### config.mk
export PLATFORM = sky130hd
export DESIGN_NAME = instr_issue_seq
export DESIGN_NICKNAME = d
export VERILOG_FILES = /design/src/rtl/instr_issue_seq.sv
export SDC_FILE = /design/constraint.sdc
export NUM_CORES = 1
export LEC_CHECK = 0
export ABC_AREA = 1
export CAP_MARGIN = 25
export CORE_ASPECT_RATIO = 1.5
export CORE_UTILIZATION = 45
export CTS_CLUSTER_DIAMETER = 200
export DETAILED_ROUTE_END_ITERATION = 7
export SLEW_MARGIN = 20
export SYNTH_ARGS = -nofsm -noshare
export SYNTH_HDL_FRONTEND = slang
export SYNTH_SLANG_ARGS = --single-unit
export TNS_END_PERCENT = 10
### constraint.sdc
create_clock -name clk -period 2.95 [get_ports clk]
set_clock_uncertainty 0.2 [all_clocks]
set_input_delay 0.295 -clock clk [delete_from_list [all_inputs] [get_ports clk]]
set_output_delay 0.295 -clock clk [all_outputs]
set_load 0.05 [all_outputs]
### src/rtl/instr_issue_seq.sv
// ---------------------------------------------------------------------------
// instr_issue_seq
//
// Program sequencer for the CPU execute path. The host fills a program
// buffer with {opcode, operand1, operand2} words, then pulses start. Each
// word is offered to the CPU over a valid/ready handshake. The sequencer
// waits for that instruction's result, stores it in a result buffer the host
// can read back, and pulses done when the program is complete.
//
// Optional feature (compile-time macro DIV0_TRAP_EN):
//   When defined, a divide (opcode 11) whose operand2 is zero is never
//   offered to the CPU. The sequencer writes all-ones into the result entry,
//   sets the sticky err_div0 flag and moves on after one cycle. Without the
//   macro, such instructions are issued normally and err_div0 stays 0.
//
// Ports:
//   clk, reset        clock; asynchronous active-high reset
//   prog_we/addr/data host write port into the program buffer (idle only)
//   prog_len          instruction count, sampled on start, clamped to DEPTH
//   start             begin execution at entry 0 (ignored unless idle)
//   busy, done        run in progress; one-cycle completion pulse
//   issue_*           instruction handshake toward the CPU
//   res_valid/data    CPU result return
//   res_rd_addr/data  combinational host read of the result buffer
//   err_div0          sticky divide-by-zero trap flag
// ---------------------------------------------------------------------------
module instr_issue_seq #(
  parameter int unsigned DEPTH  = 16,
  parameter int unsigned DATA_W = 8,
  parameter int unsigned AW     = $clog2(DEPTH)
) (
  input  logic                  clk,
  input  logic                  reset,
  input  logic                  prog_we,
  input  logic [AW-1:0]         prog_addr,
  input  logic [2*DATA_W+1:0]   prog_data,
  input  logic [AW:0]           prog_len,
  input  logic                  start,
  output logic                  busy,
  output logic                  done,
  output logic                  issue_valid,
  input  logic                  issue_ready,
  output logic [1:0]            issue_opcode,
  output logic [DATA_W-1:0]     issue_operand1,
  output logic [DATA_W-1:0]     issue_operand2,
  input  logic                  res_valid,
  input  logic [DATA_W-1:0]     res_data,
  input  logic [AW-1:0]         res_rd_addr,
  output logic [DATA_W-1:0]     res_rd_data,
  output logic                  err_div0
);

  localparam int unsigned WORD_W = 2 + 2 * DATA_W;
  localparam int unsigned LEN_W  = AW + 1;
  localparam logic [1:0]  OP_DIV = 2'b11;

  typedef enum logic [1:0] {
    S_IDLE  = 2'd0,
    S_ISSUE = 2'd1,
    S_WAIT  = 2'd2,
    S_FIN   = 2'd3
  } state_t;

  state_t              state;
  logic [AW-1:0]       pc;
  logic [LEN_W-1:0]    len;

  logic [WORD_W-1:0]   prog_mem [DEPTH];
  logic [DATA_W-1:0]   res_mem  [DEPTH];

  logic [LEN_W-1:0]    len_clamped_c;
  logic                last_c;
  logic [AW-1:0]       fetch_idx_c;
  logic [WORD_W-1:0]   fetch_word_c;
  logic [1:0]          fetch_op_c;
  logic [DATA_W-1:0]   fetch_a_c;
  logic [DATA_W-1:0]   fetch_b_c;
  logic                fetch_trap_c;
  logic                cur_trap_c;
  logic                res_we_c;
  logic [DATA_W-1:0]   res_wdata_c;
  logic                handshake_c;

  // Fetch of the next instruction word: entry 0 on start, pc+1 on advance.
  always_comb begin
    len_clamped_c = (prog_len > LEN_W'(DEPTH)) ? LEN_W'(DEPTH) : prog_len;
    last_c        = ({1'b0, pc} == (len - LEN_W'(1)));
    fetch_idx_c   = (state == S_IDLE) ? '0 : (pc + AW'(1));
    fetch_word_c  = prog_mem[fetch_idx_c];
    fetch_op_c    = fetch_word_c[WORD_W-1 -: 2];
    fetch_a_c     = fetch_word_c[2*DATA_W-1 -: DATA_W];
    fetch_b_c     = fetch_word_c[DATA_W-1:0];
    handshake_c   = (state == S_ISSUE) && issue_valid && issue_ready;
  end

  // Divide-by-zero detection for the word being loaded and the one held.
`ifdef DIV0_TRAP_EN
  always_comb begin
    fetch_trap_c = (fetch_op_c == OP_DIV) && (fetch_b_c == '0);
    cur_trap_c   = (state == S_ISSUE) && (issue_opcode == OP_DIV) &&
                   (issue_operand2 == '0);
  end
`else
  always_comb begin
    fetch_trap_c = 1'b0;
    cur_trap_c   = 1'b0;
  end
`endif

  // A trapped divide completes in ISSUE as though its result had arrived.
  always_comb begin
    res_we_c    = ((state == S_WAIT) && res_valid) || cur_trap_c;
    res_wdata_c = cur_trap_c ? '1 : res_data;
  end

  // Program buffer: host writes only while idle, so a run sees a fixed program.
  always_ff @(posedge clk) begin
    if (prog_we && (state == S_IDLE)) begin
      prog_mem[prog_addr] <= prog_data;
    end
  end

  // Result buffer: one entry per completed instruction, indexed by pc.
  always_ff @(posedge clk) begin
    if (res_we_c) begin
      res_mem[pc] <= res_wdata_c;
    end
  end

  assign res_rd_data = res_mem[res_rd_addr];

  // Sequencer FSM with registered outputs.
  always_ff @(posedge clk or posedge reset) begin
    if (reset) begin
      state          <= S_IDLE;
      pc             <= '0;
      len            <= '0;
      busy           <= 1'b0;
      done           <= 1'b0;
      issue_valid    <= 1'b0;
      issue_opcode   <= '0;
      issue_operand1 <= '0;
      issue_operand2 <= '0;
      err_div0       <= 1'b0;
    end else begin
      done <= 1'b0;
      case (state)
        S_IDLE: begin
          if (start) begin
            len      <= len_clamped_c;
            pc       <= '0;
            err_div0 <= 1'b0;
            if (len_clamped_c == '0) begin
              state <= S_FIN;
              done  <= 1'b1;
            end else begin
              state          <= S_ISSUE;
              busy           <= 1'b1;
              issue_opcode   <= fetch_op_c;
              issue_operand1 <= fetch_a_c;
              issue_operand2 <= fetch_b_c;
              issue_valid    <= ~fetch_trap_c;
            end
          end
        end

        S_ISSUE, S_WAIT: begin
          if (cur_trap_c) begin
            err_div0 <= 1'b1;
          end
          if (res_we_c) begin
            if (last_c) begin
              state <= S_FIN;
              busy  <= 1'b0;
              done  <= 1'b1;
            end else begin
              pc             <= pc + AW'(1);
              state          <= S_ISSUE;
              issue_opcode   <= fetch_op_c;
              issue_operand1 <= fetch_a_c;
              issue_operand2 <= fetch_b_c;
              issue_valid    <= ~fetch_trap_c;
            end
          end else if (handshake_c) begin
            issue_valid <= 1'b0;
            state       <= S_WAIT;
          end
        end

        S_FIN: begin
          state <= S_IDLE;
        end

        default: begin
          state <= S_IDLE;
        end
      endcase
    end
  end

endmodule

==> impl_metrics.json <==
{
  "cts-root-buf": "clkbuf_16",
  "crit_fanout": 75,
  "synth_top_cell_by_area": "edfxtp_1",
  "area_delta_synth_final_pct": 16.4,
  "cts.repair.resized": 0,
  "layout.cells.non_filler": 2309,
  "ys_seq_area_frac": 0.712,
  "avgSynthCellArea_sq_um": 11.2,
  "drt_pre_antenna_iters": 5,
  "ys_types": 24,
  "synth_nets": 1723,
  "drive_gt1_frac": 0.0912,
  "slew_headroom": 0.491,
  "routed_wl_um": 46600,
  "cts_num_sinks": 448,
  "clock_path_buffers": 3,
  "synth_commonest_cells": "edfxtp_1 (416), nor2_1 (288), nand2_1 (278)",
  "synth_area_leaders": "edfxtp_1 (67%), nor2_1 (5.8%), nand2_1 (5.6%), nand3_1 (4.9%), dfrtp_1 (4.3%)",
  "synth_flop_cell": "edfxtp_1",
  "status": "finished with violations",
  "die_w_um": 168,
  "cap_violations": 0,
  "irDropWorstVdd_v": 0.000574,
  "leakage_nw": 8.28,
  "finalSetupTns_ns": 0,
  "fmaxAchievable_ghz": 0.387,
  "dieArea_sq_um": 42300,
  "drt-vias-per-instance": 5.31,
  "busiest_layer": "met2",
  "fillers": 3561,
  "use_met3": 0.0348,
  "fin_nets": 1822,
  "startpoint_type": "register",
  "htreeDepth": 2,
  "dpl.hpwl_um": 27800,
  "hold_viol": 4,
  "antennaDiodeCount": 0,
  "post-route-period-util": 0.877,
  "clk_pin_slew_ns": 0.07,
  "wl_per_cell_um": 20.2,
  "numCtsBuffers": 42,
  "clkLatencyLatePin_ns": 0.56,
  "worst_pin_slew_ns": 0.761,
  "initial_core_util": 0.456,
  "worstSetupPathType": "register to register",
  "grt_setup_unrepaired": "no",
  "synth_seq_cells": 448,
  "cp_data_required_time_ns": 3.18,
  "synthCells": 1668,
  "gr-usage-met2": 0.417,
  "min_period_ns": 2.59,
  "coreArea_sq_um": 41000,
  "holdBufCountCts": 0,
  "violations": "negative hold slack",
  "synthArstFlopShare": 0.0714,
  "arrival_ns": 2.81,
  "dpl.cell_count": 2234,
  "drtIter0Drc": 993,
  "grt_pass1_wl_um": 71400,
  "grt_pass1_vias": 12200,
  "ys_warn_count": 0,
  "drv_slew": 0,
  "cts_setup_buffers": 0,
  "cts_tree": "yes",
  "gp_congestion": 0.811,
  "yosysTopAreaCellShare": 0.669,
  "power.density_nw_per_um2": 912,
  "final_antenna_net_count": 0,
  "num_vias": 12300,
  "setup-violations-final": 0,
  "endpoint_kind": "register",
  "grt_max_degree": 76,
  "yosysMostFrequentCell": "edfxtp_1",
  "min_path_type": "input pin to asynchronous set/reset pin",
  "grt-ovfl-total": 0,
  "use_met1": 0.256,
  "track_usage": 0.225,
  "ios": 75,
  "synth-edff-count": 416,
  "antenna_found_initial": 1,
  "die_y_um": 252,
  "holdWs_ns": -0.00506,
  "placementRows": 91,
  "route.detailed.drc": 0,
  "io_buffers": 73,
  "syn_area_sq_um": 18700
}
-- layer usage --
metal  routed length [um]  up-vias
li1                     -     5877
met1                17700     5933
met2                24700      325
met3                 2190      118
met4                 1930        2
met5                   11        -
-- cells in the final DEF (no fill, tap or decap), types with 2 or more instances in the layout --
| cell | instances |
|---|---|
| a21oi_1 | 3 |
| inv_1 | 155 |
| buf_12 | 18 |
| inv_2 | 4 |
| clkinvlp_4 | 2 |
| o211ai_1 | 50 |
| clkinv_4 | 2 |
| ha_1 | 10 |
| inv_6 | 2 |
| nand2_1 | 278 |
| nor3_1 | 3 |
| nor2_1 | 272 |
| xor2_1 | 3 |
| clkinv_2 | 5 |
| bufinv_16 | 2 |
| clkbuf_1 | 14 |
| nand2_4 | 2 |
| nor2_2 | 18 |
| clkbuf_8 | 4 |
| nand3_1 | 181 |
| buf_2 | 2 |
| clkbuf_16 | 43 |
| dfrtp_1 | 32 |
| buf_4 | 55 |
| edfxtp_1 | 416 |
| nor2_4 | 2 |
| clkdlybuf4s50_1 | 63 |
| o21ai_0 | 151 |
-- state kept, by name (all words and copies together), names as in the netlist --
register / count
state: 2
len: 5
done: 1
issue_valid: 1
issue_operand2: 8
pc: 4
busy: 1
issue_operand1: 8
prog_mem: 288
issue_opcode: 2
res_mem: 128
-- layout make-up --
| cell class | instances | area [sq um] | area share |
|---|---|---|---|
| flip-flops and latches | 448 | 13300 | 0.611 |
| multi-input cells | 978 | 4480 | 0.206 |
| repair buffers | 138 | 1410 | 0.0650 |
| clock buffers | 61 | 1180 | 0.0544 |
| well taps | 511 | 639 | 0.0294 |
| inverters | 159 | 597 | 0.0275 |
| clock inverters | 14 | 139 | 0.00639 |
-- metrics by stage --
| stage | instance area [sq um] | total power, mW | hold WS [ns] | setup WS (ns) | utilization |
|---|---|---|---|---|---|
| final | 21700 | 19.8 | -0.00506 | 0.363 | 0.530 |
| after global routing | 21700 | 21.0 | 0.0668 | 0.150 | 0.530 |
| after CTS | 21700 | 20.0 | 0.000438 | 0.366 | 0.530 |
| after detailed placement | 20400 | 14.7 | 0.276 | 0.382 | 0.498 |
| after global placement | 20400 | 14.7 | 0.270 | 0.408 | 0.498 |
| after floorplan | 18700 | 12.3 | 0.194 | 0.538 | - |
-- worst max-delay path, stage by stage (launching register included) --
cell,delay [ns]
dfrtp_1,0.49
inv_2,0.13
buf_12,0.35
nand2_4,0.36
buf_12,0.30
o21ai_0,0.18
nand3_1,0.10
nand3_1,0.12
nand2_1,0.06
nand2_1,0.07
nand2_1,0.06
-- power breakdown --
| group | switching (mW) | internal (mW) |
|---|---|---|
| registers | 0.250 | 7.26 |
| clock network | 2.30 | 2.98 |
| logic | 4.69 | 2.35 |
| total | 7.24 | 12.6 |
-- final timing paths --
path	from	endpoint	slack, ns	depth (start not counted)
max in group asynchronous	reset	issue_operand2[4]	2.15	3
worst min register to register	issue_operand2[4]	issue_operand2[4]	0.29	2
worst max-delay path	pc[0]	issue_operand2[2]	0.36	10
worst min-delay path	reset	issue_opcode[1]	-0.005	3
worst max register to register	pc[0]	issue_operand2[2]	0.36	10
min in group clk	prog_len[3]	len[3]	0.17	3
-- cell families (layout without fill, tap and decap cells) --
logic type,count (synthesis),after routing,share of synthesized area
xor gates and xnor gates,4,4,0.00188
and+or+nand+nor,759,759,0.166
AOI/OAI and AO/OA,204,204,0.0614
buffers and inverters,242,372,0.0518
adders and majority gates,10,10,0.00670
DFF,448,448,0.712
other,1,1,0.000201
No activity file was read; power rests on OpenSTA's default activity.
